## src/rtl/fifo_rd_stream_if.sv

```systemverilog
// Bundle of the FIFO pop side, the output stream and the flush/status signals.
// master = the adapter itself; slave = whatever surrounds it.
interface fifo_rd_stream_if #(
  parameter int WIDTH = 8
);
  logic             fifoEmpty;
  logic [WIDTH-1:0] fifoData;
  logic             fifoRdEn;
  logic             outValid;
  logic             outReady;
  logic [WIDTH-1:0] outData;
  logic             flush;
  logic             flushDone;
  logic [15:0]      wordCount;

  modport master (
    input  fifoEmpty, fifoData, outReady, flush,
    output fifoRdEn, outValid, outData, flushDone, wordCount
  );

  modport slave (
    output fifoEmpty, fifoData, outReady, flush,
    input  fifoRdEn, outValid, outData, flushDone, wordCount
  );
endinterface

```

## src/rtl/fifo_rd_stream.sv

```systemverilog
// FIFO pop interface -> valid/ready stream adapter with a 3-entry skid buffer and flush.
// Define FIFO_RD_CNT_EN to build the accepted-word counter; otherwise wordCount is tied to 0.
module fifo_rd_stream #(
  parameter int WIDTH = 8
) (
  input logic                clk,
  input logic                rst,
  fifo_rd_stream_if.master   bus
);

  typedef enum logic [1:0] {
    RUN   = 2'd0,
    FLUSH = 2'd1,
    DONE  = 2'd2
  } state_t;

  state_t           state;
  logic [WIDTH-1:0] mem [3];
  logic [1:0]       rdPtr;
  logic [1:0]       wrPtr;
  logic [1:0]       cnt;
  logic             inFlight;
  logic             popEn;
  logic             handshake;

  function automatic logic [1:0] nextPtr(input logic [1:0] ptr);
    return (ptr == 2'd2) ? 2'd0 : ptr + 2'd1;
  endfunction

  // Pops depend only on registered state and fifoEmpty, never on outReady.
  // NOTE: every signal written in always_comb gets a default first so no latch is inferred.
  always_comb begin
    popEn = 1'b0;
    if (!rst && !bus.fifoEmpty) begin
      case (state)
        RUN:     popEn = ({1'b0, cnt} + {2'b00, inFlight}) < 3'd3;
        FLUSH:   popEn = 1'b1;
        default: popEn = 1'b0;
      endcase
    end
  end

  assign bus.fifoRdEn  = popEn;
  assign bus.outValid  = (cnt != 2'd0) && (state == RUN);
  assign bus.outData   = mem[rdPtr];
  assign bus.flushDone = (state == DONE);
  assign handshake     = bus.outValid && bus.outReady;

  // NOTE: state registers use non-blocking assignments so every flop samples pre-edge values.
  always_ff @(posedge clk) begin
    if (rst) begin
      state    <= RUN;
      rdPtr    <= 2'd0;
      wrPtr    <= 2'd0;
      cnt      <= 2'd0;
      inFlight <= 1'b0;
      // NOTE: the buffer is reset too because outData must read 0 out of reset; it is only 3 words.
      for (int i = 0; i < 3; i++) mem[i] <= '0;
    end else begin
      inFlight <= popEn;
      case (state)
        RUN: begin
          if (bus.flush) begin
            state <= FLUSH;
            rdPtr <= 2'd0;
            wrPtr <= 2'd0;
            cnt   <= 2'd0;
          end else begin
            if (inFlight) begin
              mem[wrPtr] <= bus.fifoData;
              wrPtr      <= nextPtr(wrPtr);
            end
            if (handshake) rdPtr <= nextPtr(rdPtr);
            case ({inFlight, handshake})
              2'b10:   cnt <= cnt + 2'd1;
              2'b01:   cnt <= cnt - 2'd1;
              default: cnt <= cnt;
            endcase
          end
        end
        // Returning words are dropped; leave once nothing is queued or in flight.
        FLUSH:   if (bus.fifoEmpty && !inFlight) state <= DONE;
        DONE:    state <= RUN;
        default: state <= RUN;
      endcase
    end
  end

`ifdef FIFO_RD_CNT_EN
  logic [15:0] wordCountQ;

  always_ff @(posedge clk) begin
    if (rst)                            wordCountQ <= 16'd0;
    else if (state == RUN && bus.flush) wordCountQ <= 16'd0;
    else if (handshake)                 wordCountQ <= wordCountQ + 16'd1;
  end

  assign bus.wordCount = wordCountQ;
`else
  assign bus.wordCount = 16'd0;
`endif

endmodule

```

## src/flat_wrapper.sv

```systemverilog
// flat-port wrapper written by rule: the top's interface ports become plain ports
module fifo_rd_stream_flat 
#(
  parameter int WIDTH = 8
)
  (clk, rst, bus_fifoEmpty, bus_fifoData, bus_outReady, bus_flush, bus_fifoRdEn, bus_outValid, bus_outData, bus_flushDone, bus_wordCount);
  fifo_rd_stream_if #(.WIDTH(WIDTH)) bus_i ();
  input logic clk;
  input logic rst;
  input wire logic [$bits(bus_i.fifoEmpty)-1:0] bus_fifoEmpty;
  input wire logic [$bits(bus_i.fifoData)-1:0] bus_fifoData;
  input wire logic [$bits(bus_i.outReady)-1:0] bus_outReady;
  input wire logic [$bits(bus_i.flush)-1:0] bus_flush;
  output wire logic [$bits(bus_i.fifoRdEn)-1:0] bus_fifoRdEn;
  output wire logic [$bits(bus_i.outValid)-1:0] bus_outValid;
  output wire logic [$bits(bus_i.outData)-1:0] bus_outData;
  output wire logic [$bits(bus_i.flushDone)-1:0] bus_flushDone;
  output wire logic [$bits(bus_i.wordCount)-1:0] bus_wordCount;
  assign bus_i.fifoEmpty = bus_fifoEmpty;
  assign bus_i.fifoData = bus_fifoData;
  assign bus_i.outReady = bus_outReady;
  assign bus_i.flush = bus_flush;
  assign bus_fifoRdEn = bus_i.fifoRdEn;
  assign bus_outValid = bus_i.outValid;
  assign bus_outData = bus_i.outData;
  assign bus_flushDone = bus_i.flushDone;
  assign bus_wordCount = bus_i.wordCount;
  fifo_rd_stream #(.WIDTH(WIDTH)) u_core (.clk(clk), .rst(rst), .bus(bus_i));
endmodule
```

## config.mk

```make
export PLATFORM = sky130hd
export DESIGN_NAME = fifo_rd_stream_flat
export DESIGN_NICKNAME = d
export VERILOG_FILES = /design/src/rtl/fifo_rd_stream_if.sv /design/src/rtl/fifo_rd_stream.sv /design/src/flat_wrapper.sv
export SDC_FILE = /design/constraint.sdc
export NUM_CORES = 1
export LEC_CHECK = 0
export CORE_MARGIN = 5
export CORE_UTILIZATION = 55
export CTS_CLUSTER_SIZE = 20
export DETAILED_ROUTE_END_ITERATION = 16
export PLACE_DENSITY = 0.84
export SLEW_MARGIN = 20
export SYNTH_ARGS = -nofsm -noshare
export SYNTH_HDL_FRONTEND = slang
export SYNTH_SLANG_ARGS = --single-unit
```

## constraint.sdc

```tcl
create_clock -name clk -period 6.5 [get_ports clk]
set_input_delay 1.625 -clock clk [delete_from_list [all_inputs] [get_ports clk]]
set_output_delay 1.625 -clock clk [all_outputs]
set_load 0.02 [all_outputs]
```

==> results of run 1 <==
==> kinds of logic (layout without fill, tap and decap cells) <==
kind of cell             count (synthesis)  count (layout)  synth area share
buffers and inverters                   25              33            0.0794
AND/OR/NAND/NOR                         63              63             0.208
adder cells (fa/ha/maj)                  2               2            0.0120
flip-flops                              43              43             0.568
XOR/XNOR                                 1               1           0.00421
AO/OA/AOI/OAI                           13              13            0.0397
other                                    1              16           0.00180
multiplexers                             8               8            0.0866
==> flip-flops by register name, summed over array words and instances (netlist names), named ones only <==
register	count
u_core.wrPtr	2
u_core.state	2
u_core.cnt	2
u_core.mem	32
u_core.inFlight	1
u_core.rdPtr	2
==> final cells by class <==
| type | instances | share of cell area |
|---|---|---|
| timing repair buffer | 23 | 0.0976 |
| inverter | 2 | 0.00318 |
| clock inverter | 1 | 0.00212 |
| sequential | 43 | 0.501 |
| clock buffer | 7 | 0.0366 |
| multi-input combinational | 103 | 0.335 |
| tap | 48 | 0.0255 |
==> power by group <==
part / internal, mW / switching (mW)
sequential: 0.302 / 0.00589
clock: 0.0857 / 0.0838
combinational: 0.0240 / 0.0307
==> cells in the final DEF, fill, tap and decap left out, drive strengths merged <==
cell type,count
ha,2
nand3b,2
mux4,8
clkinv,1
and4,2
nand4b,1
nor2,8
a32o,1
a21boi,1
nor3,3
nor3b,3
clkbuf,7
or2,4
a31oi,2
and2b,1
xnor2,1
or3,1
edfxtp,32
nand2,2
a21oi,3
or3b,1
dfxtp,11
clkdlybuf4s50,23
inv,2
nor2b,1
or4b,2
and3b,1
a22o,1
nor4b,1
nand2b,2
and4b,1
and2,25
o21ai,4
a221oi,1
nor4,2
conb,16
==> per-stage QoR <==
stage / std cells / hold WS (ps) / instance area [um2] / utilization
detailed placement: 219 / 516 / 2270 / 0.620
floorplan: 171 / 488 / 2140 / -
CTS: 227 / 550 / 2360 / 0.645
global route: 227 / 570 / 2360 / 0.645
global placement: 219 / 510 / 2270 / 0.620
finish: 227 / 550 / 2360 / 0.645
==> routing by layer <==
layer | GRT usage | up-vias | routed length (um)
li1 | - | 579 | -
met1 | 0.175 | 598 | 1380
met2 | 0.261 | 46 | 1840
met3 | 0.0379 | 5 | 226
met4 | 0.0501 | 0 | 49
met5 | 0 | - | 0
==> critical path, stage by stage <==
cell and delay [ps]:
clkdlybuf4s50_1 670, or2_2 440, nor3_1 190, clkdlybuf4s50_1 630
==> how the worst max path moves through the flow <==
stage | start | end | cells after the start
global placement | rst | bus_fifoRdEn | 4
CTS | rst | bus_fifoRdEn | 4
floorplan | rst | bus_fifoRdEn | 3
finish | rst | bus_fifoRdEn | 4
global route | rst | bus_fifoRdEn | 4
detailed placement | rst | bus_fifoRdEn | 4
==> results.yml, run 1 <==
outcome:
  status: "completed"
setup_path:
  timing.critical_path.fanout_max: 12
  reg2regPathDepth: 3
  start_kind: "input pin"
  worstPathArrival_ps: 3560
  crit_required_ps: 4880
  cp-end-kind: "output port"
  critical_path.reg2reg.endpoint: "u_core.mem[1][5]"
  r2r-start: "u_core.inFlight"
  reg2reg_setup_slack_ps: 4360
  timing_worst_setup_path_type: "in2out"
logic_synthesis:
  async_reset_ff_frac: 0
  synth_sequential_area_ratio: 0.568
  synth_area_um2: 2080
  synth_top_cells_by_count: "32 x edfxtp_1, 25 x and2_1, 16 x buf_4, 11 x dfxtp_1"
  synth-seq-cells: 43
  predominant_post_synthesis_flop_cell: "edfxtp_1"
  synth.most_common_cell: "edfxtp_1"
  synthDistinctLibCells: 40
  synth_area_leader_cell: "edfxtp_1"
  synth_area_per_cell_um2: 13.3
  yosysWarningCount: 0
  synth_top_area_frac: 0.462
  syn_inst: 156
  synth.area.top_cells: "edfxtp_1 46%, dfxtp_1 11%, mux4_2 8.7%"
  number_of_enable_type_register_cells_in_the_synthesized_netlist: 32
sta:
  setup-violations-final: 0
  hold_violations: 0
  totalNegativeSetupSlack_ps: 0
  final-max-slew-violation-count: 0
  period_needed_ps: 5190
  slew_headroom: 0.643
  clock-skew-final_ps: 6.47
  max_freq_mhz: 193
  grt_setup_unrepaired: "no"
  timing.final.ws_setup_ps: 1310
  final_min_period_over_clock_period: 0.798
  tightestPinTransition_ps: 535
pwr:
  power_leakage_nw: 0.861
  irDropWorstVdd_mv: 0.159
  total_power_mw: 0.532
  powerDensity_nw_per_um2: 226
finish:
  multi_input_area_um2: 790
  fin_nets: 193
  antenna_cells_inserted: 0
  final_layout_size_suffix_gt1_frac: 0.128
  syn2layout_area_growth_pct: 13.5
  final-seq-area_um2: 1180
  final.fill_count: 276
route:
  wl_mm: 3.50
  detailedRoute.firstPassIterationCount: 4
  drtAntennaViolNets: 0
  vias_per_cell: 5.41
  detail_route.iter0.violations: 63
  detail_route.wl_per_cell_um: 15.4
  post-route-drc-count: 0
  route.vias.total: 1228
min_path:
  hold_end: "u_core.rdPtr[1]"
  min_from: "u_core.rdPtr[1]"
  hold-path-cell-count: 1
  class_of_the_tightest_hold_or_removal_check: "reg2reg"
floorplan:
  core-area_um2: 3660
  die_area_um2: 5110
  die-width_um: 71.5
  io-pin-count: 40
  num_rows: 22
  initial_core_util: 0.568
  floorplan.die.height_um: 71.5
placement:
  dp.final_hpwl_mm: 2.56
  finalWeightedCongestion: 0.832
  port_buffers: 23
  place_ws_ps: 1300
clock_tree:
  cts.clk_slew.worst_paths_ps: 80
  cts.htree.levels: 2
  cts_root_buf: "clkbuf_8"
  cts_setup_buffers: 0
  tritoncts: "built"
  clock_latency_of_the_later_clocked_register_in_the_worst_skew_pair_ps: 290
  clkSinkCount: 43
  cts_hold_buf: 0
  post_cts_resize_count: 0
  clock_buffer_count_from_cts: 5
  cts-root-to-sink-buffers: 2
grt:
  grt_antenna_before_repair: 0
  grt_util_overall: 0.148
  overflow: 0
  grt_max_degree: 14
  grt_pass1_wl_mm: 5.80
  grt_pass1_vias: 1229
flow_run:
  drv.max_cap_violation_count: 0
(Power assumes the default switching activity.)
==> run 2: changes to the inputs <==
--- a/config.mk
+++ b/config.mk
@@ -6,10 +6,10 @@
 export NUM_CORES = 1
 export LEC_CHECK = 0
 export CORE_MARGIN = 5
-export CORE_UTILIZATION = 55
+export CORE_UTILIZATION = 46
 export CTS_CLUSTER_SIZE = 20
 export DETAILED_ROUTE_END_ITERATION = 16
-export PLACE_DENSITY = 0.84
+export PLACE_DENSITY = 0.75
 export SLEW_MARGIN = 20
 export SYNTH_ARGS = -nofsm -noshare
 export SYNTH_HDL_FRONTEND = slang
==> constraint.sdc (replaced) <==
create_clock -name clk -period 4.4 [get_ports clk]
set_input_delay 1.1 -clock clk [delete_from_list [all_inputs] [get_ports clk]]
set_output_delay 1.1 -clock clk [all_outputs]
set_load 0.02 [all_outputs]
==> results.yml, run 2 (synthesis results as in run 1) <==
outcome:
  status: "completed"
placement:
  dp.final_hpwl_mm: 2.71
  port_buffers: 23
  finalWeightedCongestion: 0.847
  place_ws_ps: 661
clock_tree:
  cts-root-to-sink-buffers: 2
  cts_root_buf: "clkbuf_8"
  cts_hold_buf: 0
  clock_buffer_count_from_cts: 5
  post_cts_resize_count: 0
  cts_setup_buffers: 0
  clkSinkCount: 43
  tritoncts: "built"
  clock_latency_of_the_later_clocked_register_in_the_worst_skew_pair_ps: 300
  cts.clk_slew.worst_paths_ps: 70
  cts.htree.levels: 2
route:
  drtAntennaViolNets: 0
  wl_mm: 3.83
  detailedRoute.firstPassIterationCount: 4
  post-route-drc-count: 0
  vias_per_cell: 5.27
  detail_route.iter0.violations: 78
  route.vias.total: 1223
  detail_route.wl_per_cell_um: 16.5
setup_path:
  reg2regPathDepth: 3
  critical_path.cell_chain: "clkdlybuf4s50_1 > or2_2 > nor3_1 > clkdlybuf4s50_1"
  worst-path-buf-inv: 2
  timing_worst_setup_path_type: "in2out"
  critical_path.reg2reg.endpoint: "u_core.mem[1][5]"
  critPathTopFamily: "buffers and inverters"
  r2r-start: "u_core.inFlight"
  cp-end-kind: "output port"
  crit_required_ps: 3300
  cell_repeated_most_along_the_worst_path: "clkdlybuf4s50_1"
  start_kind: "input pin"
  critical_path.slowest_cell: "clkdlybuf4s50_1"
  timing.critical_path.fanout_max: 4
  critical_path.max_stage_delay_ps: 630
  worstPathArrival_ps: 2630
  reg2reg_setup_slack_ps: 2260
floorplan:
  die-width_um: 77.2
  floorplan.die.height_um: 77.2
  io-pin-count: 40
  initial_core_util: 0.474
  core-area_um2: 4380
  num_rows: 24
  die_area_um2: 5970
grt:
  grt_util_overall: 0.137
  grt_pass1_wl_mm: 6.38
  grt_max_degree: 14
  grt_antenna_before_repair: 0
  grt_pass1_vias: 1267
  overflow: 0
sta:
  totalNegativeSetupSlack_ps: 0
  grt_setup_unrepaired: "no"
  period_needed_ps: 3730
  timing.final.ws_setup_ps: 666
  final_min_period_over_clock_period: 0.849
  tightestPinTransition_ps: 602
  slew_headroom: 0.598
  max_freq_mhz: 268
  clock-skew-final_ps: 8.53
  hold_violations: 0
  setup-violations-final: 0
  final-max-slew-violation-count: 0
finish:
  final.fill_count: 365
  layout_commonest_cell: "edfxtp_1"
  fin_nets: 194
  antenna_cells_inserted: 0
  syn2layout_area_growth_pct: 15.3
  multi_input_area_um2: 790
  final-seq-area_um2: 1180
  final_core_utilization: 0.547
  final_layout_size_suffix_gt1_frac: 0.139
  largest-register: "u_core.mem"
  flip_flop_count_of_the_largest_register_all_copies_and_words_added: 32
  commonest_cells_after_routing_fill_and_taps_aside: "32 x edfxtp_1, 25 x and2_1, 23 x clkdlybuf4s50_1"
min_path:
  hold-path-cell-count: 1
  class_of_the_tightest_hold_or_removal_check: "reg2reg"
  min_from: "u_core.rdPtr[1]"
  hold_end: "u_core.rdPtr[1]"
pwr:
  total_power_mw: 0.852
  irDropWorstVdd_mv: 0.191
  power_leakage_nw: 0.879
  powerDensity_nw_per_um2: 355
flow_run:
  drv.max_cap_violation_count: 0
## run 2: per-stage QoR
step / hold WS, ps / instances / area, um2
3_5_place_dp: 526 / 224 / 2280
3_3_place_gp: 509 / 224 / 2280
6_report: 542 / 232 / 2400
4_1_cts: 544 / 232 / 2400
5_1_grt: 583 / 232 / 2400
2_1_floorplan: 488 / 171 / 2140
## run 2: layout make-up
| class | count | share of cell area |
|---|---|---|
| Sequential cell | 43 | 0.492 |
| Multi-Input combinational cell | 103 | 0.329 |
| Clock buffer | 6 | 0.0344 |
| Timing Repair Buffer | 24 | 0.0991 |
| Clock inverter | 2 | 0.0146 |
| Tap cell | 52 | 0.0271 |
| Inverter | 2 | 0.00313 |
## run 2: how the worst max path moves through the flow
stage / endpoint / slack [ps] / depth (start not counted) / from
after floorplan: bus_fifoRdEn / 1180 / 3 / rst
after global placement: bus_fifoRdEn / 690 / 4 / rst
after detailed placement: bus_fifoRdEn / 660 / 4 / rst
after CTS: bus_fifoRdEn / 650 / 4 / rst
after global routing: bus_fifoRdEn / 620 / 4 / rst
final: bus_fifoRdEn / 670 / 4 / rst
## run 2: metal layers
layer,vias up,track usage,routed length [um]
met4,0,0.0498,60
met2,28,0.241,2000
met1,606,0.155,1590
met5,-,0,0
met3,7,0.0410,177
li1,582,-,-
## run 2: power breakdown
group	switching [mW]	internal (mW)	leakage, nW
Sequential	0.00866	0.446	0.409
Clock	0.132	0.184	0.0612
Combinational	0.0455	0.0360	0.408
Total	0.186	0.666	0.879
